==> config.mk <==
export PLATFORM = sky130hd
export DESIGN_NAME = tug_field
export DESIGN_NICKNAME = d
export VERILOG_FILES = /design/src/rtl/tug_field.sv
export SDC_FILE = /design/constraint.sdc
export NUM_CORES = 1
export LEC_CHECK = 0
export CAP_MARGIN = 10
export CORE_AREA = 2 2 50 52
export CTS_CLUSTER_DIAMETER = 40
export DETAILED_ROUTE_END_ITERATION = 8
export DIE_AREA = 0 0 52 54
export PLACE_DENSITY = 0.85
export SETUP_SLACK_MARGIN = 0.1
export SLEW_MARGIN = 20
export SYNTH_ARGS = -nofsm -noshare
export SYNTH_HDL_FRONTEND = slang
export SYNTH_SLANG_ARGS = --single-unit
==> constraint.sdc <==
create_clock -name clk -period 2.7 [get_ports clk]
set_input_delay 0.27 -clock clk [delete_from_list [all_inputs] [get_ports clk]]
set_output_delay 0.27 -clock clk [all_outputs]
set_load 0.005 [all_outputs]
==> src/rtl/tug_field.sv <==
// Tug-of-war playfield: one position register drives a one-hot LED bar, key-press
// edges push the light toward the pressing player, and wins are scored and timed out.
module tug_field #(
  parameter int NUM_LIGHTS     = 9,
  parameter int RESTART_CYCLES = 4,
  parameter int SCORE_W        = 3
) (
  input  logic                  clk,
  input  logic                  reset,
  input  logic                  L,
  input  logic                  R,
  output logic [NUM_LIGHTS-1:0] leds,
  output logic                  left_win,
  output logic                  right_win,
  output logic [SCORE_W-1:0]    left_score,
  output logic [SCORE_W-1:0]    right_score
);

  localparam int POS_W = $clog2(NUM_LIGHTS);
  localparam int CNT_W = (RESTART_CYCLES > 1) ? $clog2(RESTART_CYCLES) : 1;

  localparam logic [POS_W-1:0]   POS_C     = POS_W'((NUM_LIGHTS - 1) / 2);
  localparam logic [POS_W-1:0]   POS_MAX   = POS_W'(NUM_LIGHTS - 1);
  localparam logic [POS_W-1:0]   POS_ONE   = POS_W'(1);
  localparam logic [CNT_W-1:0]   CNT_LAST  = CNT_W'(RESTART_CYCLES - 1);
  localparam logic [CNT_W-1:0]   CNT_ONE   = CNT_W'(1);
  localparam logic [SCORE_W-1:0] SCORE_MAX = '1;
  localparam logic [SCORE_W-1:0] SCORE_ONE = SCORE_W'(1);

  typedef enum logic [1:0] {PLAY, WIN_L, WIN_R} state_e;

  state_e             state_q, state_d;
  logic [POS_W-1:0]   pos_q, pos_d;
  logic [CNT_W-1:0]   cnt_q, cnt_d;
  logic [SCORE_W-1:0] left_score_q, left_score_d;
  logic [SCORE_W-1:0] right_score_q, right_score_d;
  logic               l_prev_q, l_prev_d;
  logic               r_prev_q, r_prev_d;

  logic lp, rp;

  assign lp = L & ~l_prev_q;
  assign rp = R & ~r_prev_q;

  // Prev registers reset high so a key held through reset never counts as a press.
  always_ff @(posedge clk) begin
    // NOTE: non-blocking assignments keep every flop sampling pre-edge values.
    if (reset) begin
      state_q       <= PLAY;
      pos_q         <= POS_C;
      cnt_q         <= '0;
      left_score_q  <= '0;
      right_score_q <= '0;
      l_prev_q      <= 1'b1;
      r_prev_q      <= 1'b1;
    end else begin
      state_q       <= state_d;
      pos_q         <= pos_d;
      cnt_q         <= cnt_d;
      left_score_q  <= left_score_d;
      right_score_q <= right_score_d;
      l_prev_q      <= l_prev_d;
      r_prev_q      <= r_prev_d;
    end
  end

  always_comb begin
    // NOTE: hold-value defaults first so no path through this block infers a latch.
    state_d       = state_q;
    pos_d         = pos_q;
    cnt_d         = cnt_q;
    left_score_d  = left_score_q;
    right_score_d = right_score_q;
    l_prev_d      = L;
    r_prev_d      = R;

    unique case (state_q)
      PLAY: begin
        if (lp && !rp) begin
          if (pos_q == POS_MAX) begin
            state_d      = WIN_L;
            left_score_d = (left_score_q == SCORE_MAX) ? left_score_q : left_score_q + SCORE_ONE;
          end else begin
            pos_d = pos_q + POS_ONE;
          end
        end else if (rp && !lp) begin
          if (pos_q == '0) begin
            state_d       = WIN_R;
            right_score_d = (right_score_q == SCORE_MAX) ? right_score_q : right_score_q + SCORE_ONE;
          end else begin
            pos_d = pos_q - POS_ONE;
          end
        end
      end
      // Press events are deliberately ignored while a win is displayed.
      WIN_L, WIN_R: begin
        if (cnt_q == CNT_LAST) begin
          state_d = PLAY;
          pos_d   = POS_C;
          cnt_d   = '0;
        end else begin
          cnt_d = cnt_q + CNT_ONE;
        end
      end
      default: state_d = PLAY;
    endcase
  end

  always_comb begin
    leds = '0;
    for (int i = 0; i < NUM_LIGHTS; i++) begin
      leds[i] = (state_q == PLAY) && (pos_q == POS_W'(i));
    end
    left_win  = (state_q == WIN_L);
    right_win = (state_q == WIN_R);
  end

  assign left_score  = left_score_q;
  assign right_score = right_score_q;

endmodule

==> out/qor.csv <==
metric,value,unit
cts_buffers,3,
outcome,finished clean,
synth_area_per_cell,8.77,um2
h-tree-depth,1,
cts_max_path_buffers,2,
fmax,0.421,GHz
synth_edf_count,0,
post-cts-setup-buffers,0,
grt_pass1_wl,3750,um
p_total,0.000582,W
antenna_left,0,
ir_drop,0.307,mV
syn_area,0.00107,mm2
power_density,442,mW/mm2
start_util,46.1,%
hold_slack,0.513,ns
synth_nets,142,
clk_latency,0.30,ns
root_buffer,clkbuf_4,
synthArstFlopShare,0,%
avgRoutedWirePerCell,13.6,um
die_area,0.00281,mm2
drt-initial-drc-count,10,
cts_tree,built,
crit_arrival,2.11,ns
layout-drive-gt1-share,7.80,%
tns,0,ns
crit_type,register to output pin,
cellLeakagePower,0.538,nW
post_cts_resize_count,0,
finalSetupViolations,0,
synth_top_area_share,29.9,%
rsz0062_at_grt,no,
first_pass_iters,5,
required,2.43,ns
grt_pass1_vias,829,
synth_top_area_cell,dfxtp_1,
area_growth,23.0,%
grtUsageTotal,18.9,%
io_buffers,20,
final_area,0.00132,mm2
synth_common_cells,"21 x nor2_1, 16 x dfxtp_1, 16 x ha_1",
synth_most_common_cell,nor2_1,
holdBufCountCts,0,
fin_worst_skew,0.00638,ns
timing.final.crit_share,88.0,%
vias,918,
syn_inst,122,
min_period,2.38,ns
rows,18,
dpl_cell_area,0.00128,mm2
end_kind,output pin,
die_h,54,um
num_antenna_cells,0,
synth_seq_area_share,29.9,%
fin_nets,162,
multi_input_area,696,um2
max-cap-violations,0,
synth_cell_types,34,
drc,0,
vias_per_cell,5.37,
drv_slew,0,
clock-sinks,16,
gp_congestion,0.782,
path_clk_slew,0.10,ns
maxSlewHeadroom,58.5,%
coreArea,0.00232,mm2
seqCellArea,320,um2
finalHoldViolCount,0,
critPathMaxFanout,10,
worstSetupStartpointType,register,
hpwl,1760,um
grt_max_degree,17,
antenna_found_initial,0,
synthFlopType,dfxtp_1,
ys_warn_count,0,
synthTopCellsByArea,"dfxtp_1 30%, ha_1 19%, nor2_1 7.4%",
routed_wl,2330,um
overflow,0,
min_path_type,register to register,
fillers,213,
ioPinCount,21,
ys_ff_latch,16,
tightest_slew,0.620,ns
die_w,52,um
## through the flow
stage	worst slack, ns	cells	utilization [%]
6_report	0.323	171	56.7
5_1_grt	0.129	171	56.7
4_1_cts	0.307	171	56.7
3_5_place_dp	0.242	167	55.2
3_3_place_gp	0.365	167	55.2
2_1_floorplan	0.791	122	-
## flip-flops by register name, summed over array words and instances (netlist names)
register and cells:
l_prev_q 1, state_q 2, r_prev_q 1, left_score 3, pos_q 4, cnt_q 2
right_score 3
## report_power, final
group	leakage, nW	internal, W	switching [W]
Clock	0.0210	0.0000824	0.0000815
Sequential	0.130	0.000247	0.0000176
Combinational	0.387	0.0000718	0.0000810
Total	0.538	0.000402	0.000180
## worst max-delay path, cell delays in order (launching register included)
cell,delay (ns)
dfxtp_1,0.35
inv_1,0.09
ha_1,0.35
nand2_1,0.30
nor2_1,0.19
clkdlybuf4s50_1,0.52
## area by class of cell
cell class                 instances  share of cell area, %
multi-input combinational         94                   52.9
tap                               30                   2.85
sequential                        16                   24.3
timing repair buffer              20                   15.2
inverter                           7                   2.00
clock buffer                       4                   2.76
## cell usage in the layout (no fill, tap or decap), drive strengths merged
| cell type | instances |
|---|---|
| nand2 | 7 |
| or3 | 1 |
| ha | 16 |
| a311oi | 1 |
| nor2 | 21 |
| and3b | 1 |
| a31oi | 3 |
| xnor2 | 2 |
| a21oi | 2 |
| or2b | 1 |
| nand3 | 1 |
| o311ai | 1 |
| nor4 | 2 |
| o21ai | 6 |
| nor4b | 1 |
| nand4 | 1 |
| o211ai | 1 |
| nor3 | 2 |
| and4 | 1 |
| clkdlybuf4s50 | 20 |
| or4 | 2 |
| dfxtp | 16 |
| mux2i | 7 |
| nand2b | 6 |
| inv | 7 |
| clkbuf | 4 |
| xor2 | 2 |
| or4b | 3 |
| or2 | 3 |
## routing by layer
metal / share of wire (%) / GRT usage [%]
met1: 43 / 21.5
met2: 52 / 32.5
met3: 4.2 / 6.67
met4: 1.2 / 7.02
met5: 0 / 0
## worst paths after layout
check | startpoint | endpoint | slack, ns | cells after the start
max reg2reg | state_q[1]$_SDFFE_PP0P_ | pos_q[1]$_SDFFE_PP0P_ | 0.58 | 6
max | state_q[1]$_SDFFE_PP0P_ | leds[8] | 0.32 | 5
min reg2reg | cnt_q[1]$_SDFFE_PP0P_ | cnt_q[1]$_SDFFE_PP0P_ | 0.51 | 2
min | cnt_q[1]$_SDFFE_PP0P_ | cnt_q[1]$_SDFFE_PP0P_ | 0.51 | 2
## kinds of logic after synthesis
group / Yosys count / share of synthesized area (%)
buf+inv: 12 / 5.03
xor+xnor: 4 / 3.28
mux: 7 / 6.55
simple gates: 53 / 28.7
flops: 16 / 29.9
compound gates: 14 / 7.84
fa+ha+maj: 16 / 18.7
(Power assumes the default switching activity.)
